===== src/rtl/mips_pkg.sv =====
// Shared EXE-stage definitions: operation codes, forwarding selects, FSM states
// and the packed EXE/MEM register layout.
package mips_pkg;

    localparam int XLEN      = 32;
    localparam int MUL_STEPS = 32;

    typedef enum logic [3:0] {
        CMD_ADD = 4'd0,
        CMD_SUB = 4'd1,
        CMD_AND = 4'd2,
        CMD_OR  = 4'd3,
        CMD_NOR = 4'd4,
        CMD_XOR = 4'd5,
        CMD_SLL = 4'd6,
        CMD_SRL = 4'd7,
        CMD_SRA = 4'd8,
        CMD_SLT = 4'd9,
        CMD_MUL = 4'd10
    } exe_cmd_e;

    typedef enum logic [1:0] {
        FWD_IDEX     = 2'd0,
        FWD_MEM      = 2'd1,
        FWD_WB       = 2'd2,
        FWD_IDEX_ALT = 2'd3
    } fwd_sel_e;

    typedef enum logic {
        ST_IDLE = 1'b0,
        ST_MUL  = 1'b1
    } exe_state_e;

    typedef struct packed {
        logic [4:0] dest;
        logic       wb_en;
        logic       mem_r_en;
        logic       mem_w_en;
    } ctrl_t;

    typedef struct packed {
        logic [XLEN-1:0] result;
        logic [XLEN-1:0] st_val;
        ctrl_t           ctrl;
        logic            vld;
    } exmem_t;

    function automatic logic [XLEN-1:0] fwd_mux(input logic [1:0]      sel,
                                                input logic [XLEN-1:0] idex,
                                                input logic [XLEN-1:0] mem,
                                                input logic [XLEN-1:0] wb);
        logic [XLEN-1:0] v;
        case (fwd_sel_e'(sel))
            FWD_MEM: v = mem;
            FWD_WB:  v = wb;
            default: v = idex;
        endcase
        return v;
    endfunction

endpackage


===== src/rtl/alu.sv =====
// Single-cycle ALU: purely combinational, MUL and unused codes yield 0.
module alu
    import mips_pkg::*;
(
    input  logic [3:0]      exe_cmd,
    input  logic [XLEN-1:0] op1,
    input  logic [XLEN-1:0] op2,
    output logic [XLEN-1:0] result
);

    logic [4:0] shamt;
    assign shamt = op2[4:0];

    always_comb begin
        result = '0;
        case (exe_cmd)
            CMD_ADD: result = op1 + op2;
            CMD_SUB: result = op1 - op2;
            CMD_AND: result = op1 & op2;
            CMD_OR:  result = op1 | op2;
            CMD_NOR: result = ~(op1 | op2);
            CMD_XOR: result = op1 ^ op2;
            CMD_SLL: result = op1 << shamt;
            CMD_SRL: result = op1 >> shamt;
            CMD_SRA: result = $unsigned($signed(op1) >>> shamt);
            CMD_SLT: result = {{(XLEN-1){1'b0}}, ($signed(op1) < $signed(op2))};
            default: result = '0;
        endcase
    end

endmodule


===== src/rtl/exe_stage.sv =====
// EXE stage: forwarding, single-cycle ALU and a 32-step shift-add multiplier
// feeding the EXE/MEM register; busy stalls IF/ID for the whole multiply.
module exe_stage
    import mips_pkg::*;
(
    input  logic            clk,
    input  logic            rst_n,
    input  logic            valid_in,
    input  logic [3:0]      exe_cmd,
    input  logic [4:0]      dest_in,
    input  logic            WB_en_in,
    input  logic            MEM_R_en_in,
    input  logic            MEM_W_en_in,
    input  logic [XLEN-1:0] val1,
    input  logic [XLEN-1:0] val2,
    input  logic [XLEN-1:0] st_val,
    input  logic [XLEN-1:0] alu_res_mem,
    input  logic [XLEN-1:0] wb_val,
    input  logic [1:0]      val1_s,
    input  logic [1:0]      val2_s,
    input  logic [1:0]      ST_value_s,
    input  logic            flush,
    output logic [XLEN-1:0] alu_result,
    output logic [XLEN-1:0] st_val_out,
    output logic [4:0]      dest_out,
    output logic            WB_en_out,
    output logic            MEM_R_en_out,
    output logic            MEM_W_en_out,
    output logic            valid_out,
    output logic            busy
);

    exe_state_e      state_q, state_d;
    logic [4:0]      cnt_q;
    logic [XLEN-1:0] mcand_q, mplier_q, acc_q, st_q;
    ctrl_t           ctrl_q;
    exmem_t          exmem_q, exmem_d;

    logic [XLEN-1:0] op1_fwd, op2_fwd, st_fwd, alu_res, acc_step;
    ctrl_t           ctrl_in;
    logic            mul_start, mul_last;

    assign op1_fwd = fwd_mux(val1_s, val1, alu_res_mem, wb_val);
    assign op2_fwd = fwd_mux(val2_s, val2, alu_res_mem, wb_val);
    assign st_fwd  = fwd_mux(ST_value_s, st_val, alu_res_mem, wb_val);
    assign ctrl_in = '{dest: dest_in, wb_en: WB_en_in, mem_r_en: MEM_R_en_in,
                       mem_w_en: MEM_W_en_in};

    alu u_alu (
        .exe_cmd (exe_cmd),
        .op1     (op1_fwd),
        .op2     (op2_fwd),
        .result  (alu_res)
    );

    assign mul_start = (state_q == ST_IDLE) && valid_in && (exe_cmd == CMD_MUL) && !flush;
    assign mul_last  = (state_q == ST_MUL) && (cnt_q == 5'(MUL_STEPS-1));
    // Multiplicand shifts left and multiplier right, so each step only inspects bit 0.
    assign acc_step  = acc_q + (mplier_q[0] ? mcand_q : '0);

    always_ff @(posedge clk or negedge rst_n) begin
        if (!rst_n) begin
            state_q <= ST_IDLE;
        end else begin
            state_q <= state_d;
        end
    end

    always_comb begin
        state_d = state_q;
        if (flush) begin
            state_d = ST_IDLE;
        end else begin
            case (state_q)
                ST_IDLE: if (mul_start) state_d = ST_MUL;
                ST_MUL:  if (mul_last)  state_d = ST_IDLE;
                default: state_d = ST_IDLE;
            endcase
        end
    end

    always_comb begin
        exmem_d = '0;
        if (!flush) begin
            case (state_q)
                ST_IDLE: begin
                    if (valid_in && exe_cmd != CMD_MUL) begin
                        exmem_d = '{result: alu_res, st_val: st_fwd, ctrl: ctrl_in, vld: 1'b1};
                    end
                end
                ST_MUL: begin
                    if (mul_last) begin
                        exmem_d = '{result: acc_step, st_val: st_q, ctrl: ctrl_q, vld: 1'b1};
                    end
                end
                default: exmem_d = '0;
            endcase
        end
    end

    assign busy = (state_q == ST_MUL);

    always_ff @(posedge clk or negedge rst_n) begin
        if (!rst_n) begin
            cnt_q    <= '0;
            mcand_q  <= '0;
            mplier_q <= '0;
            acc_q    <= '0;
            st_q     <= '0;
            ctrl_q   <= '0;
        end else if (flush) begin
            cnt_q <= '0;
        end else if (mul_start) begin
            cnt_q    <= '0;
            mcand_q  <= op1_fwd;
            mplier_q <= op2_fwd;
            acc_q    <= '0;
            st_q     <= st_fwd;
            ctrl_q   <= ctrl_in;
        end else if (state_q == ST_MUL) begin
            cnt_q    <= cnt_q + 5'd1;
            mcand_q  <= mcand_q << 1;
            mplier_q <= mplier_q >> 1;
            acc_q    <= acc_step;
        end
    end

    always_ff @(posedge clk or negedge rst_n) begin
        if (!rst_n) begin
            exmem_q <= '0;
        end else begin
            exmem_q <= exmem_d;
        end
    end

    assign alu_result   = exmem_q.result;
    assign st_val_out   = exmem_q.st_val;
    assign dest_out     = exmem_q.ctrl.dest;
    assign WB_en_out    = exmem_q.ctrl.wb_en;
    assign MEM_R_en_out = exmem_q.ctrl.mem_r_en;
    assign MEM_W_en_out = exmem_q.ctrl.mem_w_en;
    assign valid_out    = exmem_q.vld;

endmodule


===== config.mk =====
export PLATFORM = sky130hd
export DESIGN_NAME = exe_stage
export DESIGN_NICKNAME = d
export VERILOG_FILES = /design/src/rtl/mips_pkg.sv /design/src/rtl/alu.sv /design/src/rtl/exe_stage.sv
export SDC_FILE = /design/constraint.sdc
export NUM_CORES = 1
export LEC_CHECK = 0
export BUFFER_PORTS_ARGS = -buffer_cell sky130_fd_sc_hd__buf_2
export CORE_MARGIN = 3
export CORE_UTILIZATION = 61
export CTS_BUF_LIST = sky130_fd_sc_hd__clkbuf_4 sky130_fd_sc_hd__clkbuf_8 sky130_fd_sc_hd__clkbuf_16
export CTS_CLUSTER_SIZE = 40
export DETAILED_ROUTE_END_ITERATION = 7
export GPL_TIMING_DRIVEN = 0
export MAX_ROUTING_LAYER = met4
export PLACE_DENSITY = 0.83
export SLEW_MARGIN = 20
export SYNTH_ARGS = -nofsm -noshare
export SYNTH_HDL_FRONTEND = slang
export SYNTH_HIERARCHICAL = 1
export SYNTH_SLANG_ARGS = --single-unit

===== constraint.sdc =====
create_clock -name clk -period 4.05 [get_ports clk]
set_input_delay 0.81 -clock clk [delete_from_list [all_inputs] [get_ports clk]]
set_output_delay 0.81 -clock clk [all_outputs]
set_load 0.03 [all_outputs]

==> flow_metrics.tcl, run 1 <==
set metrics [dict create \
    async_flop_share 1.00 \
    clk_path_buf_depth 3 \
    portBuffers 255 \
    muxShareOfSynthArea 0.0884 \
    synthCells 2633 \
    synth_top_family_by_area "compound AO/OA/AOI/OAI gates" \
    status "stopped before the end" \
    grt_max_degree 102 \
    num_io_pins 256 \
    endpoint_type "register input" \
    synth_fa_ha_area_frac 0.0846 \
    rows 67 \
    netlist_area_sq_um 21300 \
    firstError "[ERROR GRT-0232] Routing congestion too high. Check the congestion heatmap in the GUI." \
    stop_stage "global routing (5_1_grt)" \
    syn_avg_cell_area_sq_um 8.08 \
    cts_made_buffers 24 \
    ys.flop_type "dfrtp_1" \
    die_y_microns 193 \
    h-tree-depth 1 \
    start_util 0.626 \
    cts_hold_buf 0 \
    synth-simple-area-share 0.171 \
    dp_cells 3349 \
    grt_use_total 0.755 \
    synth_xor_area_frac 0.0152 \
    dpl_cell_area_sq_um 23800 \
    hpwl_microns 76500 \
    synth_edf_count 0 \
    ys_seq_area_frac 0.253 \
    cts_root_buffer "clkbuf_16" \
    yosysWarnings 6 \
    clock_sinks 215 \
    die_w_microns 193 \
    ys_seq_elements 215 \
    synthDistinctLibCells 100 \
    worst_endpoint "alu_result[18]$_DFF_PN0_/D" \
    grt-ovfl-total 75 \
    syn_nets 2957 \
    place_congestion 1.17 \
    synth_compound_gate_area_share 0.326 \
]
cells by family after synthesis:
family | after synthesis
muxes | 135
xor gates and xnor gates | 37
adders and majority gates | 142
and+or+nand+nor | 795
DFF | 215
buffers and inverters | 326
AOI/OAI and AO/OA | 983
Yosys cell counts, drive strengths merged, types with 40 or more instances:
| master | instances | area [sq um] |
|---|---|---|
| dfrtp | 215 | 5380 |
| mux2 | 40 | 450 |
| o21ai | 219 | 1100 |
| ha | 139 | 1740 |
| a22o | 58 | 508 |
| o22a | 63 | 552 |
| and2 | 42 | 265 |
| inv | 107 | 402 |
| a21oi | 159 | 803 |
| a22oi | 152 | 1140 |
| mux2i | 57 | 571 |
| clkbuf | 176 | 661 |
| buf | 40 | 244 |
| nand2b | 75 | 469 |
| nand3 | 40 | 210 |
| o31a | 63 | 552 |
| nor2 | 232 | 871 |
| nand2 | 298 | 1120 |
what timing repair did:
action | CTS
setup buffers | 103
endpoints found under the setup margin | 32
gates resized for setup | 251
pin swaps | 83
per-layer routing:
metal	GRT overflow	track usage
met1	4	0.754
met2	31	0.885
met5	-	-
met3	13	0.616
met4	27	0.706
through the flow:
step | TNS [ps] | setup WS (ps)
after CTS | -192 | -76.4
after detailed placement | -40970 | -1830
after global placement | -332870 | -2440
after floorplan | -2000 | -374
==> run 2, diff against run 1 <==
--- a/config.mk
+++ b/config.mk
@@ -7,13 +7,10 @@
 export LEC_CHECK = 0
 export BUFFER_PORTS_ARGS = -buffer_cell sky130_fd_sc_hd__buf_2
 export CORE_MARGIN = 3
-export CORE_UTILIZATION = 61
-export CTS_BUF_LIST = sky130_fd_sc_hd__clkbuf_4 sky130_fd_sc_hd__clkbuf_8 sky130_fd_sc_hd__clkbuf_16
-export CTS_CLUSTER_SIZE = 40
+export CORE_UTILIZATION = 40
 export DETAILED_ROUTE_END_ITERATION = 7
 export GPL_TIMING_DRIVEN = 0
-export MAX_ROUTING_LAYER = met4
-export PLACE_DENSITY = 0.83
+export PLACE_DENSITY_LB_ADDON = 0.15
 export SLEW_MARGIN = 20
 export SYNTH_ARGS = -nofsm -noshare
 export SYNTH_HDL_FRONTEND = slang
==> run 2 against run 1 <==
The flow now finishes, with violations (setup timing). Synthesized area unchanged. Synthesized cell count unchanged.
==> flow_metrics.tcl, run 2 <==
set metrics [dict create \
    grt_max_degree 79 \
    synthDistinctLibCells 100 \
    fin_skew_ps 27.1 \
    startpoint_type "primary input" \
    ir_drop_mv 0.327 \
    hold_viol 0 \
    maxCapViolations 0 \
    drt-wirelength-per-cell_microns 30.5 \
    synthCells 2633 \
    via_per_inst 6.54 \
    arrival_ps 4740 \
    dieArea_sq_um 56000 \
    finalSetupViolCount 18 \
    dp_cells 3589 \
    yosysMostFrequentCell "nand2_1" \
    ys_seq_elements 215 \
    clk_path_buf_depth 3 \
    dr_total_vias 24700 \
    portBuffers 255 \
    ys.flop_type "dfrtp_1" \
    worst_pin_slew_ps 1190 \
    first_iter_violations 3120 \
    rows 83 \
    cts_root_buffer "clkbuf_16" \
    fin_cells 3779 \
    power_mw 12.6 \
    most-common-layout-cells "287 x nand2_1, 266 x buf_2, 225 x nor2_1" \
    die_w_microns 237 \
    place_congestion 1.02 \
    slowest_delay_ps 390 \
    grt_pass1_vias 23800 \
    setup_ws_ps -255 \
    yosys.area.top_type "dfrtp_1" \
    core_area_sq_um 51900 \
    p_per_area_nw_per_um2 448 \
    final.setup.tns_ps -2330 \
    layout_commonest_cell "nand2_1" \
    worstPathCellList "buf_8 > ha_4 > clkbuf_16 > clkbuf_16 > o21ai_4 > ha_4 > inv_2 > fa_2 > and2b_2 > o211ai_1 > a211o_1 > a21oi_4 > a21oi_4 > o21ai_4 > a41oi_2 > mux2i_1 > a211o_1 > a22o_1" \
    num_io_pins 256 \
    synth.area.top_cells "dfrtp_1 25%, ha_1 8.2%, a22oi_1 5.4%" \
    syn_avg_cell_area_sq_um 8.08 \
    grt_use_total 0.391 \
    yosysWarnings 6 \
    tritoncts "built" \
    hold_path_class "primary input to asynchronous set/reset pin" \
    antenna_found_initial 7 \
    timing.fmax_mhz 232 \
    fin_nets 3398 \
    layout-drive-gt1-share 0.301 \
    dp_slack_ps -2440 \
    grt-ovfl-total 0 \
    maxSlewHeadroom 0.204 \
    hpwl_microns 86300 \
    die_y_microns 237 \
    h-tree-depth 1 \
    seq_area_sq_um 5380 \
    endpoint_kind "flip-flop" \
    syn2layout_area_growth_pct 32.3 \
    finalCriticalPeriod_ps 4310 \
    ys_seq_area_frac 0.253 \
    dr.pass1.iters 8 \
    rsz0062_at_grt "yes" \
    routed_wl_microns 115000 \
    clock_latency_ps 570 \
    clkTransAtPathRegs_ps 60 \
    clock_sinks 215 \
    drtAntennaViolNets 0 \
    rr_worst_depth 11 \
    cp_slowest_cell "a211o_1" \
    syn_nets 2957 \
    p_leak_nw 12.2 \
    netlist.area_leader.share 0.253 \
    required_ps 4480 \
    grt_pass1_wl_microns 164000 \
    multiInputGateArea_sq_um 16600 \
    worstSetupPathType "primary input to flip-flop" \
    cts_made_buffers 26 \
    fin_crit_sh 1.06 \
    status "finished with violations" \
    synth_edf_count 0 \
    drcViolationCount 0 \
    async_flop_share 1.00 \
    worstPathMaxFanout 5 \
    violations "setup timing" \
    fillers 4910 \
    netlist_area_sq_um 21300 \
    slew_viol_final 0 \
    final_core_util 0.542 \
    start_util 0.410 \
    synth_commonest_cells "298 x nand2_1, 232 x nor2_1, 215 x dfrtp_1, 211 x o21ai_0, 176 x clkbuf_1" \
]
-- run 2: cell counts after synthesis --
Identical to the previous run, type by type.
-- run 2: per-layer routing --
metal | GRT usage | up-vias | wire, microns
li1 | - | 10700 | -
met1 | 0.517 | 12100 | 46300
met2 | 0.578 | 1576 | 48000
met3 | 0.121 | 363 | 13500
met4 | 0.193 | 10 | 7200
met5 | 0 | - | 80
-- run 2: final cells by class --
type | count | area share
timing repair buffer | 424 | 0.0975
multi-input combinational | 2092 | 0.589
antenna | 5 | 0.000445
tap | 680 | 0.0302
clock buffer | 36 | 0.0269
clock inverter | 12 | 0.00551
buffer | 205 | 0.0425
sequential | 215 | 0.191
inverter | 110 | 0.0163
-- run 2: final timing paths --
check / to / startpoint / slack (ps)
hold reg to reg: ctrl_q[7] / ctrl_q[7] / 480
setup reg to reg: alu_result[24] / mplier_q[0] / 70
max in group asynchronous: st_q[17] / rst_n / 3000
min in group clk: ctrl_q[1] / MEM_R_en_in / 450
setup / recovery: alu_result[30] / val1_s[1] / -260
hold / removal: alu_result[24] / rst_n / 210
-- run 2: metrics by stage --
step	cell area, sq um	hold slack [ps]
global route	28100	247
global placement	23900	465
detailed placement	24200	463
finish	28100	211
floorplan	21700	447
CTS	27200	225
-- run 2: kinds of logic (layout without fill, tap and decap cells) --
| group | after synthesis | count (layout) | synth area share |
|---|---|---|---|
| adder cells (fa/ha/maj) | 142 | 142 | 0.0846 |
| flip-flops | 215 | 215 | 0.253 |
| buffers and inverters | 326 | 787 | 0.0620 |
| AO/OA/AOI/OAI | 983 | 983 | 0.326 |
| other | 0 | 5 | 0 |
| multiplexers | 135 | 135 | 0.0884 |
| XOR/XNOR | 37 | 37 | 0.0152 |
| AND/OR/NAND/NOR | 795 | 795 | 0.171 |
-- run 2: power by group --
group          total [mW]  switching (mW)  leakage, nW  internal [mW]
clock                2.51            1.01        0.448           1.50
combinational        7.17            4.43         8.95           2.74
sequential           2.91           0.284         2.79           2.62
-- run 2: critical path, delay by kind of cell --
kind	cells	cell delay [ps]
mux	1	180
compound gates	9	2220
simple gates	1	230
fa+ha+maj	3	830
buf+inv	4	440
-- run 2: what timing repair did --
| action | in CTS | in global routing |
|---|---|---|
| setup buffers | 103 | 44 |
| endpoints found under the setup margin | 32 | 32 |
| resized for setup | 289 | 190 |
| gates cloned | 2 | 0 |
| hold buffers | 0 | 0 |
| pin swaps | 79 | 105 |
Note: power is estimated with default switching activity, not from simulation.
==> run 3, diff against run 2 <==
--- a/config.mk
+++ b/config.mk
@@ -11,6 +11,7 @@
 export DETAILED_ROUTE_END_ITERATION = 7
 export GPL_TIMING_DRIVEN = 0
 export PLACE_DENSITY_LB_ADDON = 0.15
+export SKIP_LAST_GASP = 1
 export SLEW_MARGIN = 20
 export SYNTH_ARGS = -nofsm -noshare
 export SYNTH_HDL_FRONTEND = slang
==> constraint.sdc (replaced) <==
create_clock -name clk -period 4.3 [get_ports clk]
set_input_delay 0.86 -clock clk [delete_from_list [all_inputs] [get_ports clk]]
set_output_delay 0.86 -clock clk [all_outputs]
set_load 0.03 [all_outputs]
==> run 3 against run 2 <==
Total power fell by 9.6%. Critical path depth rose by 2. The run still ends with setup timing left. Clock skew rose by 0.93 ps. Largest cell class unchanged. Highest routed layer unchanged. Cell area fell by 3.3%. Largest power group unchanged.
==> flow_metrics.tcl, run 3 (same netlist as run 2, synthesis figures left out) <==
set metrics [dict create \
    setup_ws_ps -87.2 \
    num_io_pins 256 \
    fin_nets 3365 \
    hpwl_microns 87900 \
    maxSlewHeadroom 0.258 \
    fillers 5004 \
    status "finished with violations" \
    most-common-layout-cells "294 x nand2_1, 269 x buf_2, 226 x nor2_1" \
    drtAntennaViolNets 0 \
    routed_wl_microns 113000 \
    hold_path_class "primary input to asynchronous set/reset pin" \
    cp_top_family "compound AO/OA/AOI/OAI gates" \
    finalSetupViolCount 7 \
    fin_crit_sh 1.02 \
    dr_total_vias 24600 \
    portBuffers 255 \
    required_ps 4720 \
    dr.pass1.iters 6 \
    slowest_delay_ps 570 \
    ir_drop_mv 0.267 \
    final_core_util 0.524 \
    place_congestion 1.06 \
    clock_latency_ps 550 \
    drcViolationCount 0 \
    stdcell_area_sq_um 27200 \
    dp_slack_ps -2140 \
    die_y_microns 237 \
    core_area_sq_um 51900 \
    syn2layout_area_growth_pct 28.0 \
    dieArea_sq_um 56000 \
    cp.depth 20 \
    layout-drive-gt1-share 0.266 \
    first_iter_violations 2831 \
    clkTransAtPathRegs_ps 60 \
    finalCriticalPeriod_ps 4390 \
    hold_ws_ps 179 \
    start_util 0.410 \
    clock_sinks 215 \
    drt-wirelength-per-cell_microns 30.2 \
    rr_worst_depth 12 \
    worst_pin_slew_ps 1110 \
    timing.fmax_mhz 228 \
    clk_path_buf_depth 3 \
    worstPathCellList "buf_12 > inv_8 > ha_4 > clkbuf_16 > clkbuf_16 > nand2_4 > o21ai_4 > buf_8 > buf_4 > buf_4 > buf_2 > buf_2 > mux4_2 > nor2_1 > nor2_1 > a22oi_1 > o21ai_0 > o21ai_0 > nand3_1 > a22o_1" \
    grt_pass1_wl_microns 162000 \
    rsz0062_at_grt "yes" \
    path_buf_inv 9 \
    final.setup.tns_ps -323 \
    worstPathMaxFanout 10 \
    startpoint_type "primary input" \
    layout_commonest_cell "nand2_1" \
    cts_root_buffer "clkbuf_16" \
    cp_slowest_cell "o21ai_0" \
    slew_viol_final 0 \
    tritoncts "built" \
    grt_max_degree 95 \
    grt_use_total 0.386 \
    violations "setup timing" \
    cts_hold_buf 0 \
    rows 83 \
    grt-ovfl-total 0 \
    h-tree-depth 1 \
    arrival_ps 4800 \
    p_per_area_nw_per_um2 418 \
    endpoint_kind "flip-flop" \
    die_w_microns 237 \
    worstSetupPathType "primary input to flip-flop" \
    p_leak_nw 11.9 \
    antenna_found_initial 11 \
    dpl_cell_area_sq_um 24200 \
    via_per_inst 6.58 \
    cts_made_buffers 26 \
    hold_viol 0 \
    fin_skew_ps 28.1 \
    grt_pass1_vias 23600 \
    maxCapViolations 0 \
]
[run 3: changes by cell type in the layout (fill, tap and decap cells not counted), sizes merged]
cell      delta
buf         -34
clkinvlp     +4
inv          -4
clkbuf       -2
diode        +2
bufinv       -1
clkinv       +1
[run 3: power breakdown]
part / internal [mW] / switching, mW
sequential: 2.47 / 0.263
clock: 1.30 / 0.941
combinational: 2.41 / 4.01
[run 3: layout make-up]
class	count	area, sq um	share of cell area
plain buffers	205	1140	0.0419
diodes	7	17.5	0.000644
clock buffers	33	718	0.0264
well taps	680	851	0.0313
clock inverters	12	126	0.00464
inverters	110	470	0.0173
multi-input cells	2092	16000	0.588
repair buffers	391	2510	0.0921
flip-flops and latches	215	5380	0.198
[run 3: through the flow]
stage	instances	total power, mW
finish	3745	11.4
global route	3740	11.9
CTS	3712	11.1
detailed placement	3591	8.35
global placement	3568	8.23
floorplan	2633	6.37
[run 3: layer usage]
metal / wire [microns] / GRT usage
met5: 63 / 0
met4: 6810 / 0.188
met3: 13100 / 0.0912
met2: 47600 / 0.576
met1: 45500 / 0.525
[run 3: path summary, 6_finish.rpt]
check,startpoint,to,slack [ps]
setup / recovery,val2_s[0],alu_result[21],-90
max in group asynchronous,rst_n,st_q[18],2880
hold / removal,rst_n,alu_result[28],180
hold reg to reg,ctrl_q[1],ctrl_q[1],470
min in group clk,ctrl_q[1],ctrl_q[1],470
setup reg to reg,mplier_q[0],alu_result[27],340
[run 3: what timing repair did]
action,in CTS,in global routing
setup endpoints to repair,32,29
setup buffers,78,33
pin swaps,60,62
gates resized for setup,239,116
gates cloned,2,0
hold endpoints to repair,0,0
[run 3: worst register-to-register path, stage by stage, from the launching register on]
cell and delay (ps):
dfrtp_1 530, clkbuf_1 440, nand2_1 180, inv_1 80, ha_1 220, a21oi_1 220, nor2_1 140, a2111oi_0 660
o211ai_1 280, nand4b_1 280, o21ai_0 150, xnor2_1 480, a22o_1 220
